<file path="config.mk">
export PLATFORM = sky130hd
export DESIGN_NAME = tick_timer_scheduler
export DESIGN_NICKNAME = d
export VERILOG_FILES = /design/src/rtl/clockdiv_pkg.sv /design/src/rtl/tick_timer_scheduler_rr_arbiter.sv /design/src/rtl/tick_timer_scheduler.sv
export SDC_FILE = /design/constraint.sdc
export NUM_CORES = 1
export LEC_CHECK = 0
export ABC_AREA = 1
export CAP_MARGIN = 40
export CORE_MARGIN = 5
export CORE_UTILIZATION = 46
export DETAILED_ROUTE_END_ITERATION = 6
export PLACE_DENSITY = 0.83
export SLEW_MARGIN = 15
export SYNTH_ARGS = -nofsm -noshare
export SYNTH_HDL_FRONTEND = slang
export SYNTH_SLANG_ARGS = --single-unit
export TNS_END_PERCENT = 30
</file>
<file path="constraint.sdc">
create_clock -name clk_in -period 2.9 [get_ports clk_in]
set_input_delay 0.58 -clock clk_in [delete_from_list [all_inputs] [get_ports clk_in]]
set_output_delay 0.58 -clock clk_in [all_outputs]
set_load 0.05 [all_outputs]
</file>
<file path="src/rtl/clockdiv_pkg.sv">
// Shared types and helpers for the tick-driven timer scheduler and its arbiter.
package clockdiv_pkg;

  typedef enum logic [1:0] {
    IDLE = 2'd0,
    RUN  = 2'd1,
    DONE = 2'd2
  } sched_state_t;

  localparam int DEF_N = 4;
  localparam int DEF_W = 8;
  localparam int MAX_N = 8;

  function automatic logic [MAX_N-1:0] to_onehot(input logic [2:0] idx);
    to_onehot = 8'd1 << idx;
  endfunction

endpackage

</file>
<file path="src/rtl/tick_timer_scheduler_rr_arbiter.sv">
// Combinational round-robin picker: first requester with req high, searching
// upward from pointer+1 with wrap-around.
module rr_arbiter
  import clockdiv_pkg::*;
#(
  parameter int N = DEF_N,
  localparam int IW = $clog2(N)
) (
  input  logic [N-1:0]  req,
  input  logic [IW-1:0] pointer,
  output logic [N-1:0]  select,
  output logic [IW-1:0] index
);

  logic found;
  int   cand;

  // Priority scan starting just after the last winner
  always_comb begin
    found = 1'b0;
    index = '0;
    cand  = 0;
    for (int k = 1; k <= N; k++) begin
      cand = int'(pointer) + k;
      if (cand >= N) begin
        cand = cand - N;
      end else begin
        cand = cand;
      end
      if (!found && req[IW'(cand)]) begin
        found = 1'b1;
        index = IW'(cand);
      end else begin
        found = found;
      end
    end
  end

  // One-hot view of the winner, all-zero when nobody requests
  always_comb begin
    if (found) begin
      select = N'(to_onehot(3'(index)));
    end else begin
      select = '0;
    end
  end

endmodule

</file>
<file path="src/rtl/tick_timer_scheduler.sv">
// One shared tick-driven countdown timer, handed out round-robin to N requesters;
// each job counts its own duration in ticks and ends with a one-cycle done pulse.
module tick_timer_scheduler
  import clockdiv_pkg::*;
#(
  parameter int N = DEF_N,
  parameter int W = DEF_W
) (
  input  logic           clk_in,
  input  logic           rst,
  input  logic           tick,
  input  logic [N-1:0]   req,
  input  logic [N*W-1:0] dur,
  output logic [N-1:0]   grant,
  output logic [N-1:0]   done,
  output logic           busy,
  output logic [W-1:0]   remaining
);

  localparam int IW = $clog2(N);

  sched_state_t  state_r;
  sched_state_t  state_s;
  logic [IW-1:0] pointer_r;
  logic [IW-1:0] pointer_s;
  logic [N-1:0]  grant_s;
  logic [N-1:0]  done_s;
  logic          busy_s;
  logic [W-1:0]  remaining_s;
  logic [N-1:0]  arb_select_s;
  logic [IW-1:0] arb_index_s;
  logic [W-1:0]  sel_dur_s;

  rr_arbiter #(.N(N)) u_arb (
    .req     (req),
    .pointer (pointer_r),
    .select  (arb_select_s),
    .index   (arb_index_s)
  );

  // Duration of the arbitration winner, masked by its one-hot select
  always_comb begin
    sel_dur_s = '0;
    for (int i = 0; i < N; i++) begin
      sel_dur_s = sel_dur_s | (dur[i*W +: W] & {W{arb_select_s[i]}});
    end
  end

  // Next-state and next-output logic
  always_comb begin
    state_s     = state_r;
    pointer_s   = pointer_r;
    grant_s     = grant;
    done_s      = '0;
    busy_s      = busy;
    remaining_s = remaining;
    case (state_r)
      IDLE: begin
        grant_s     = '0;
        busy_s      = 1'b0;
        remaining_s = '0;
        if (|req) begin
          pointer_s = arb_index_s;
          busy_s    = 1'b1;
          // A zero-length job skips RUN and reports completion immediately
          if (sel_dur_s == '0) begin
            state_s = DONE;
            done_s  = arb_select_s;
          end else begin
            state_s     = RUN;
            grant_s     = arb_select_s;
            remaining_s = sel_dur_s;
          end
        end else begin
          state_s = IDLE;
        end
      end
      RUN: begin
        // Cancel takes precedence over a coincident final tick
        if (!req[pointer_r]) begin
          state_s     = IDLE;
          grant_s     = '0;
          busy_s      = 1'b0;
          remaining_s = '0;
        end else if (tick) begin
          if (remaining == W'(1)) begin
            state_s     = DONE;
            grant_s     = '0;
            remaining_s = '0;
            done_s      = N'(to_onehot(3'(pointer_r)));
          end else begin
            remaining_s = remaining - W'(1);
          end
        end else begin
          remaining_s = remaining;
        end
      end
      DONE: begin
        state_s     = IDLE;
        grant_s     = '0;
        busy_s      = 1'b0;
        remaining_s = '0;
      end
      default: begin
        state_s     = IDLE;
        grant_s     = '0;
        busy_s      = 1'b0;
        remaining_s = '0;
      end
    endcase
  end

  // State, pointer and registered outputs
  always_ff @(posedge clk_in) begin
    if (rst) begin
      state_r   <= IDLE;
      pointer_r <= IW'(N - 1);
      grant     <= '0;
      done      <= '0;
      busy      <= 1'b0;
      remaining <= '0;
    end else begin
      state_r   <= state_s;
      pointer_r <= pointer_s;
      grant     <= grant_s;
      done      <= done_s;
      busy      <= busy_s;
      remaining <= remaining_s;
    end
  end

endmodule
</file>
Word-level counts from Yosys, hierarchy flattened
Cells that the tools add are included. W data, S select, Z words.

Add/subtract/negate cells: 9. Multiply operators: 0. Divide/modulo/power cells: 0. Order comparisons: 9. Equality and inequality tests: 5. Shift-type cells: 2. Mux-type cells: 54. Bitwise gates (word level): 7. Reduce and logical (&&, ||, !) cells: 11.

Operator list (number): $mux W4 (11); $mux W8 (5); $and A8 B8 Y8 (4); $mux W2 (13); $or A8 B8 Y8 (3); $lt A2 B4 Y1 const B (4); $pmux W4 S2 (2); $pmux W8 S2 (1); $mux W1 (15); $bmux W1 S2 (5); $ge A3 B3 Y1 const B (3); $eq A8 B1 Y1 const B (1); $logic_not A8 Y1 (1); $shl A1 B2 Y4 const A (2); $sub A2 B1 Y2 const B (4); $sub A8 B1 Y8 const B (1); $add A2 B2 Y3 const B (2); $ne A3 B3 Y1 const B (2); $add A2 B3 Y4 const B (1); $ge A4 B3 Y1 const B (1); $pmux W2 S2 (1); $reduce_and A2 Y1 (2); $reduce_or A4 Y1 (1); $add A2 B1 Y3 const B (1); other kinds (7) (11).

Bits in registers: 21. Bits in latches: 0. RAM bits: 0. Bits in read-only memories: 0. Input port bits: 39. Output and inout bits: 17. Word-level logic and storage cells: 103. Memories: 0.

Longest topological paths before layout
Word-level depth: 26. Depth in mapped cells: 19.

Modules after synthesis
Synthesis repeated with hierarchy kept, for this count alone.

Cells, all modules: 308. Area, all modules: 1747.9 um2.

Modules (own cells, without submodules): tick_timer_scheduler (instances 1, cells each 246, area an instance 1465.2 um2); rr_arbiter (instances 1, cells each 62, area an instance 282.8 um2).

Least setup slack after synthesis
Ideal clock, no wire load.

Path kind: reg-to-reg. Start: register pointer_r[1]. End: register grant[0]. Setup time: 0.132 ns. Arrival time: 2.225 ns. Required time: 2.768 ns. Slack: 0.543 ns. Cell stages (with the launch flop): 18. Path buffers: 1. Period minus slack after synthesis: 2.357 ns. Cells stage by stage: dfxtp_1 > inv_1 > ha_1 > inv_1 > nand3_2 > nand2_1 > clkinv_2 > nand4_1 > nand3_4 > buf_6 > nand3_1 > nand2_1 > nor2_2 > nand2_2 > nor2_4 > nand2_4 > nand3_1 > a21oi_1.

Cells in the longest elaborated chain, start to end: 26. Elaborated cells on any way between the ends: 61. Those cells by class: add/sub (8); order compare (4); eq/ne (2); shift (1); mux (31); bitwise (7); reduce/logical (8).

Ends and longest elaborated chain: start, declared (line tick_timer_scheduler.sv:24) `logic [IW-1:0] pointer_r;`; start signal, assigned (line tick_timer_scheduler.sv:117) `pointer_r <= IW'(N - 1);`; start signal, assigned (line tick_timer_scheduler.sv:124) `pointer_r <= pointer_s;`; $add A2 B1 Y3 (line tick_timer_scheduler_rr_arbiter.sv:24) `cand = int'(pointer) + k;`; $ge A3 B3 Y1 or $sub A2 B1 Y2 (tied branches) (line tick_timer_scheduler_rr_arbiter.sv:25, tick_timer_scheduler_rr_arbiter.sv:26); $mux W2 (line tick_timer_scheduler_rr_arbiter.sv:25) `if (cand >= N) begin`; $bmux W1 S2 (line tick_timer_scheduler_rr_arbiter.sv:30) `if (!found && req[IW'(cand)]) begin`; $mux W1 (not written as such) (2 in series) (line tick_timer_scheduler_rr_arbiter.sv:30); $mux W1 (line tick_timer_scheduler_rr_arbiter.sv:30); $logic_not A1 Y1 (line tick_timer_scheduler_rr_arbiter.sv:30); $logic_and A1 B1 Y1 (line tick_timer_scheduler_rr_arbiter.sv:30); [... 7 more ...]; $shl A1 B2 Y4 (line clockdiv_pkg.sv:15) `to_onehot = 8'd1 << idx;`; $mux W4 (line tick_timer_scheduler_rr_arbiter.sv:41) `if (found) begin`; $and A8 B8 Y8 (line tick_timer_scheduler.sv:45) `sel_dur_s = sel_dur_s | (dur[i*W +: W] & {W{arb_select_s[i]}});`; $or A8 B8 Y8 (3 in series) (line tick_timer_scheduler.sv:45); $logic_not A8 Y1 (line tick_timer_scheduler.sv:66) `if (sel_dur_s == '0) begin`; $mux W4 (line tick_timer_scheduler.sv:66); $mux W4 (line tick_timer_scheduler.sv:62) `if (|req) begin`; $pmux W4 S2 (line tick_timer_scheduler.sv:57) `case (state_r)`; end signal, assigned (line tick_timer_scheduler.sv:125) `grant <= grant_s;`; end, declared (line tick_timer_scheduler.sv:14) `output logic [N-1:0] grant,`.

Several ways; a longest one is shown, not always the timed one. The select of a mux whose other input is x is not followed. A chain may end at the register's enable or synchronous reset.

Worst setup path after layout
Start: register pointer_r[0]. End: register grant[1].

Same word-level chain as after synthesis.

==> flow_summary.ini <==
[outcome]
outcome = finished, final reports clean

[cts]
hold_buffers = 0
cts-root-buf = clkbuf_4
cts_tree = built
numCtsBuffers = 3
path_clk_slew_ns = 0.13
htree_levels = 1
clockBufferDepth = 2
clk_latency_ns = 0.31
numClockSinks = 21

[final_layout]
area_growth_syn_to_layout_pct = 40.92
layout.cells.non_filler = 371
layout_commonest_cell = nand2_1
drive_gt1_share_pct = 12.62
fin_util_pct = 68.75
layout.nets = 371
mostFrequentLayoutCells = 84 x nand2_1, 55 x clkdlybuf4s50_1, 33 x nand3_1
diodes = 0

[floorplanning]
die-area_mm2 = 0.004927
ioPinCount = 56
core.rowCount = 21
core_area_mm2 = 0.003416
fp.dieW_um = 70.19
initial_utilization_pct = 48.79
die_h_um = 70.19

[global_route]
grt_pass1_wl_um = 7576
grt_pass1_vias = 1710
grt_max_degree = 18
grt_usage_pct = 18.25
overflow = 0
antenna_found_initial = 0

[logic_synthesis]
yosysWarnings = 0
synth-async-reset-ratio_pct = 0
synth.avg_cell_area_um2 = 6.361
ys_seq_elements = 21
synth-seq-area-share_pct = 25.23
ys.flop_type = dfxtp_1
syn-instance-count = 262
netlist_area_mm2 = 0.001667
syn_nets = 307
synth_cell_type_count = 31
synth_enable_flop_cells = 0

[detailed_routing]
routed_via_density = 5.049
wirelength_um = 4532
routedWlPerCell_um = 12.22
drc = 0
ant_nets = 0
vias = 1873
dr.pass1.iters = 4
drt_iter0_drc = 133

[timing]
hold_ws_ns = 0.4734
fin_crit_ns = 2.630
setup_tns_ns = 0
tightest_slew_ns = 0.6426
slew_violations = 0
period_share_pct = 90.68
rsz0062_at_grt = no
fmax_ghz = 0.3803
maxSlewHeadroom_pct = 57.03
fin_skew_ns = 0.004167
finalSetupViolCount = 0
hold_viol_final = 0

[place]
dp.final_hpwl_um = 3654
port_buffers = 55
dp_cells = 367
gp_congestion = 0.8751

[pwr]
peakVddDrop_uv = 704.9
power_leakage_nw = 1.060
power_frac_comb_pct = 80.8
p_per_area_mw_per_mm2 = 1318
p_int_w = 0.001365
swShare_pct = 55.88
clock_power_share_pct = 4.8
pwr-share-seq_pct = 14.4
p_sw_w = 0.001729

[critical_path]
arrival_ns = 2.81
crit_type = reg2reg
required_ns = 3.08
worstSetupStartpointType = flop
path_max_fanout = 9
endpoint_kind = flop

[hold_path]
hold_class = reg2reg

[run]
cap_viol_max_count = 0
==> cell usage after synthesis (2+ instances only) <==
library cell   n  area share, %
nor2_4         2            1.4
nor3_1         2           0.60
nand2_1       84             19
a21oi_1       21            6.3
nand4_1        8            3.0
clkbuf_1       2           0.45
buf_6          3            2.0
nand3_1       33            9.9
ha_1           6            4.5
nand2_2        7            2.6
nor2_1        18            4.1
inv_2          2           0.45
inv_1         16            3.6
dfxtp_1       21             25
xor2_1         4            2.1
nand3_2        2            1.2
o21ai_0        3           0.90
xnor2_1        2            1.1
o22ai_1        8            3.0
nor2_2         7            2.6
==> power by group through the flow <==
stage,clock (W),sequential [W],combinational [W]
after floorplan,0,0.000653,0.00162
after global placement,0,0.000448,0.00247
after detailed placement,0,0.000451,0.00249
after CTS,0.000150,0.000445,0.00250
after global routing,0.000162,0.000458,0.00275
final,0.000148,0.000445,0.00250
==> final timing paths <==
kind	startpoint	end	slack [ns]	cells after the start
worst max-delay path	pointer_r[0]	grant[1]	0.27	17
worst max register to register	pointer_r[0]	grant[1]	0.27	17
worst min register to register	grant[0]	grant[0]	0.47	2
worst min-delay path	grant[0]	grant[0]	0.47	2
==> layer usage <==
metal / GRT usage (%) / share of wire, %
met3: 5.739 / 6.5
met5: 0 / 0
met4: 2.128 / 0.20
met1: 23.15 / 46
met2: 31.16 / 47
==> stage by stage <==
step / cell area [µm²] / worst slack, ns / total power [W]
3_3_place_gp: 2316 / -0.004798 / 0.002916
3_5_place_dp: 2316 / -0.07373 / 0.002943
5_1_grt: 2349 / 0.02763 / 0.003373
2_1_floorplan: 1667 / 0.5432 / 0.002278
4_1_cts: 2346 / 0.2488 / 0.003093
6_report: 2349 / 0.2704 / 0.003094
==> cells by family after synthesis <==
| logic type | synth area share, % |
|---|---|
| fa+ha+maj | 4.504 |
| xor+xnor | 3.153 |
| flops | 25.23 |
| compound gates | 11.41 |
| simple gates | 48.35 |
| buf+inv | 7.357 |
==> layout make-up <==
cell class / instances / area, µm²
Clock inverter: 1 / 7.507
Multi-Input combinational cell: 215 / 1126
Inverter: 20 / 76.32
Timing Repair Buffer: 65 / 638.1
Clock buffer: 3 / 22.52
Sequential cell: 21 / 420.4
Tap cell: 46 / 57.56
Fill cell: 309 / 1067
==> state kept, by name (all words and copies together) (netlist names) <==
name       cells
state_r        2
done           4
busy           1
grant          4
pointer_r      2
remaining      8
==> repair_timing <==
action,4_1_cts,5_1_grt
gates resized for setup,0,1
setup endpoints to repair,0,4
setup buffers,0,0
==> critical path, stage by stage (launching register included) <==
cell	delay, ns
dfxtp_1	0.37
inv_2	0.09
ha_1	0.36
inv_1	0.14
nand3_2	0.11
nand2_1	0.09
clkinv_2	0.08
nand3_1	0.12
nand3_2	0.14
buf_12	0.17
nand3_1	0.07
nand2_1	0.06
nor2_2	0.15
nand2_1	0.11
nor2_4	0.19
nand2_4	0.08
nand3_1	0.09
a21oi_1	0.07
(Power assumes the default switching activity.)
==> patch 1 (config.mk and constraints unchanged) <==
The 3 states of `sched_state_t` get a one-hot encoding in 3 bits.
--- a/src/rtl/clockdiv_pkg.sv
+++ b/src/rtl/clockdiv_pkg.sv
@@ -1,10 +1,10 @@
 // Shared types and helpers for the tick-driven timer scheduler and its arbiter.
 package clockdiv_pkg;
 
-  typedef enum logic [1:0] {
-    IDLE = 2'd0,
-    RUN  = 2'd1,
-    DONE = 2'd2
+  typedef enum logic [2:0] {
+    IDLE = 3'b001,
+    RUN  = 3'b010,
+    DONE = 3'b100
   } sched_state_t;
 
   localparam int DEF_N = 4;
Behaviour: same outputs for any inputs over 4 cycles, from zero or initial values and one cycle with rst high; so few cycles prove little.
==> patch 1 against the unedited design <==
Final cell count rose by 3.2%. First-iteration DRC count fell by 4.5%. Design area rose by 11%. Sequential cell count rose by 1. Power rose by 13%. Register-to-register slack barely moved. Synthesized cell count rose by 0.76%. Area after synthesis rose by 8.6%. Sequential share of layout area fell by 1.0 points. Setup slack got worse by 0.11 ns. Wire length rose by 9.6%. Hold slack got worse by 0.0059 ns. Critical path type is now in2reg. Largest power group unchanged.
==> patch 1: results <==
[synthesis]
syn_nets = 309
async_flop_share = 0
synthFlopType = "dfxtp_1"
synth.distinct_cells = 29
seq_area_frac_synth = 0.243
synthTopCellsByArea = "dfxtp_1 24%, nand2_1 18%, a21oi_1 5.8%"
synth_common_cells = "86 x nand2_1, 22 x dfxtp_1, 21 x a21oi_1"
postSynthAreaPerCell_um2 = 6.85

[drt]
viasPerCell = 5.23
drtPass1Iterations = 5
routed_wl_um = 4970
drt_iter0_drc = 127

[setup_path]
cp_max_fo = 8
cp.arrival_ns = 2.86
crit_slowest_cell = "clkdlybuf4s50_1"
max_stage_delay_ns = 0.46
worstRegToRegCells = 19

[finish]
num-fill-cells = 333
final_cells = 383
drive_gt1_frac = 0.191

[global_route]
grt_pass1_vias = 1884
overflow = 0
grt_antenna_before_repair = 0
grt_max_degree = 17
track_usage = 0.189
grt_first_pass_wirelength_um = 8250

[sta]
finClkSkew_ns = 0.00916
hold_viol_final = 0
max_slew.worst_pin.slew_ns = 0.632

[min_path]
min_path_type = "reg2reg"

[place]
hpwlAfterDp_um = 3730
portBuffers = 55
gp_congestion = 0.893
place_area_um2 = 2490

[run_status]
outcome = "finished clean"

[clock_network]
cts-root-buf = "clkbuf_8"
htree_levels = 1
clkLatencyLatePin_ns = 0.26
cts.clk_slew.worst_paths_ns = 0.07

[power]
vdd_drop_max_mv = 0.788
leakage_nw = 1.16
==> patch 1: cell count changes after synthesis, sizes merged, moves of 2 or more <==
| cell | delta |
|---|---|
| buf | -2 |
| nor3 | +2 |
| nand3 | -19 |
| nand4 | +7 |
| nand2 | +11 |
| inv | +3 |
| nor2 | +2 |
==> patch 1: logic make-up (layout without fill, tap and decap cells) <==
logic type      count (synthesis)  in the layout  synth area share
compound gates                 35             35             0.110
xor+xnor                        6              6            0.0291
fa+ha+maj                       6              6            0.0415
buf+inv                        25             95            0.0574
flops                          22             22             0.243
simple gates                  170            171             0.519
==> patch 1: metrics by stage <==
| step | util | hold WS [ns] | worst slack (ns) |
|---|---|---|---|
| after global placement | 0.665 | 0.458 | -0.0807 |
| after detailed placement | 0.665 | 0.460 | -0.139 |
| after CTS | 0.680 | 0.472 | 0.140 |
| after global routing | 0.697 | 0.490 | -0.00688 |
| after floorplan | - | 0.567 | 0.304 |
| final | 0.697 | 0.468 | 0.162 |
==> patch 1: metal layers <==
layer,share of wire,up-vias,track usage,wire (um)
met2,0.49,83,0.333,2430
met5,0,-,0,0
met3,0.082,6,0.0441,406
li1,-,1017,-,-
met4,0.0097,0,0.0389,48
met1,0.42,898,0.235,2080
==> patch 1: layout make-up <==
type | count | share of cell area
Tap cell | 48 | 0.0230
Multi-Input combinational cell | 218 | 0.502
Timing Repair Buffer | 69 | 0.252
Inverter | 22 | 0.0326
Clock buffer | 4 | 0.0211
Sequential cell | 22 | 0.169
==> patch 1: worst min-delay path, stage by stage, from the launching register on <==
cell and delay [ns]:
dfxtp_1 0.31, nand2_1 0.06, a21oi_1 0.05
==> patch 1: report_power, final <==
| part | switching (mW) | internal, mW |
|---|---|---|
| logic | 1.77 | 1.07 |
| registers | 0.0596 | 0.383 |
| clock network | 0.0994 | 0.121 |
==> patch 1: what timing repair did <==
item / 4_1_cts / 5_1_grt
setup buffers: 0 / 2
endpoints found under the hold margin: 0 / 0
endpoints found under the setup margin: 0 / 7
gates resized for setup: 0 / 7
==> patch 1: path summary, 6_finish.rpt <==
kind                     start       end  slack, ns
hold / removal        grant[3]  grant[3]       0.47
setup / recovery        req[2]  grant[0]       0.16
setup reg to reg  pointer_r[1]  grant[0]       0.27
hold reg to reg       grant[3]  grant[3]       0.47
==> patch 2 (config.mk and constraints unchanged) <==
Made on the original files. `DEF_N`: 4 -> 8.
--- a/src/rtl/clockdiv_pkg.sv
+++ b/src/rtl/clockdiv_pkg.sv
@@ -7,7 +7,7 @@
     DONE = 2'd2
   } sched_state_t;
 
-  localparam int DEF_N = 4;
+  localparam int DEF_N = 8;
   localparam int DEF_W = 8;
   localparam int MAX_N = 8;
 
Interface: changed (resized done, dur, grant and req); port bits go from 56 to 100. The function was not compared with the original's and may differ.
==> patch 2 against the unedited design <==
The run now ends with DRC, setup timing left. Area after synthesis up 83%. Wire length grew to 3.6 times the old value. Synthesized cell count rose by 100%. Sequential cell count rose by 9. Design area rose by 130%. Setup slack worse by 1.1 ns. Highest routed layer unchanged.
Power is left out: the tool's default activity adds up to more than one toggle a clock period on the data nets, which glitch-free logic cannot reach.
==> patch 2: results <==
[run_status]
outcome = "finished with violations"
violations = "DRC, setup timing"

[sta]
setup_viol = 26
max_slew.worst_pin.slew_ns = 0.966
setup_ws_ns = -0.810
finClkSkew_ns = 0.0107

[global_route]
track_usage = 0.305
grt_pass1_vias = 4523
grt_first_pass_wirelength_um = 21200
grt_max_degree = 21

[drt]
drt_iter0_drc = 816
viasPerCell = 6.42
drtPass1Iterations = 7
routed_wl_um = 16100
drcViolationCount = 3

[clock_network]
clkLatencyLatePin_ns = 0.29
cts-root-buf = "clkbuf_8"
cts_buffers = 5
cts.clk_slew.worst_paths_ns = 0.07
htree_levels = 2
ctsLongestPathBuffers = 2

[setup_path]
timing.rr.start = "pointer_r[1]"
worstRegToRegCells = 22
crit_slowest_cell = "dfxtp_4"
rr_endpoint = "done[1]"
cp.arrival_ns = 3.92
max_stage_delay_ns = 0.41

[finish]
num-fill-cells = 327
nNetsFinal = 789
drive_gt1_frac = 0.310
top_regs = "done x8, grant x8, remaining x8"
diodes = 0

[synthesis]
syn_nets = 616
synth.distinct_cells = 32
synthTopCellsByArea = "dfxtp_1 20%, nand2_1 18%, nand3_1 13%"
seq_area_frac_synth = 0.196
synth_common_cells = "148 x nand2_1, 82 x nand3_1, 65 x nor2_1"

[place]
portBuffers = 99
hpwlAfterDp_um = 8970
gp_congestion = 1.00
[patch 2: cell type report]
| cell class | count | area (um2) | area share |
|---|---|---|---|
| Sequential cell | 30 | 609 | 0.112 |
| Multi-Input combinational cell | 425 | 2670 | 0.490 |
| Timing Repair inverter | 1 | 7.51 | 0.00138 |
| Timing Repair Buffer | 180 | 1710 | 0.313 |
| Clock inverter | 3 | 40.0 | 0.00734 |
| Inverter | 62 | 251 | 0.0461 |
| Tap cell | 77 | 96.3 | 0.0177 |
| Clock buffer | 5 | 68.8 | 0.0126 |
[patch 2: worst min path at each step]
stage / from / to / slack [ns] / cells after the start
floorplan: state_r[0] / busy / 0.48 / 2
finish: grant[5] / grant[5] / 0.47 / 2
global placement: grant[2] / grant[2] / 0.46 / 2
CTS: grant[6] / grant[6] / 0.47 / 2
global route: grant[1] / grant[1] / 0.49 / 2
detailed placement: grant[6] / grant[6] / 0.46 / 2
[patch 2: through the flow]
step	hold WS, ns	instances	setup TNS [ns]	instance area, um2	worst slack [ns]
CTS	0.466	775	-6.84	5150	-0.368
floorplan	0.480	532	-1.28	3140	-0.0906
finish	0.471	783	-17.04	5450	-0.810
global placement	0.457	750	-20.32	4580	-0.833
global route	0.490	783	-20.62	5450	-0.910
detailed placement	0.456	750	-22.07	4580	-0.911
[patch 2: cells by family (layout without fill, tap and decap cells)]
| kind of cell | Yosys count | in the layout | synth area share |
|---|---|---|---|
| DFF | 30 | 30 | 0.196 |
| adders and majority gates | 9 | 9 | 0.0368 |
| buffers and inverters | 80 | 251 | 0.117 |
| and+or+nand+nor | 357 | 360 | 0.542 |
| xor gates and xnor gates | 9 | 9 | 0.0258 |
| AOI/OAI and AO/OA | 47 | 47 | 0.0823 |
[patch 2: timing repair]
| item | 4_1_cts | 5_1_grt |
|---|---|---|
| gates resized for setup | 88 | 51 |
| endpoints found under the setup margin | 26 | 26 |
| cloned | 3 | 3 |
| hold endpoints to repair | 0 | 0 |
| pin swaps | 48 | 43 |
| setup buffers | 14 | 5 |
[patch 2: worst reg2reg max path, stage by stage, from the launching register on]
cell and delay [ns]:
dfxtp_4 0.41, inv_4 0.06, ha_4 0.32, inv_8 0.11, nand3_4 0.10, nand3b_1 0.14, nand2_2 0.09, inv_2 0.08
nand4_4 0.17, nor2_4 0.25, nand4_1 0.23, nand3_4 0.20, buf_6 0.15, nor2_4 0.07, nand3_1 0.11, nand2_1 0.07
nor2_1 0.13, nand2_1 0.09, nor2_1 0.16, nand2_2 0.13, nor2_4 0.21, nand3_2 0.14, a21oi_2 0.20
[patch 2: layer usage]
layer / part of all wire / track usage / vias up
li1: - / - / 2107
met1: 0.34 / 0.372 / 2211
met2: 0.44 / 0.523 / 548
met3: 0.14 / 0.0521 / 161
met4: 0.081 / 0.137 / 0
met5: 0 / 0 / -
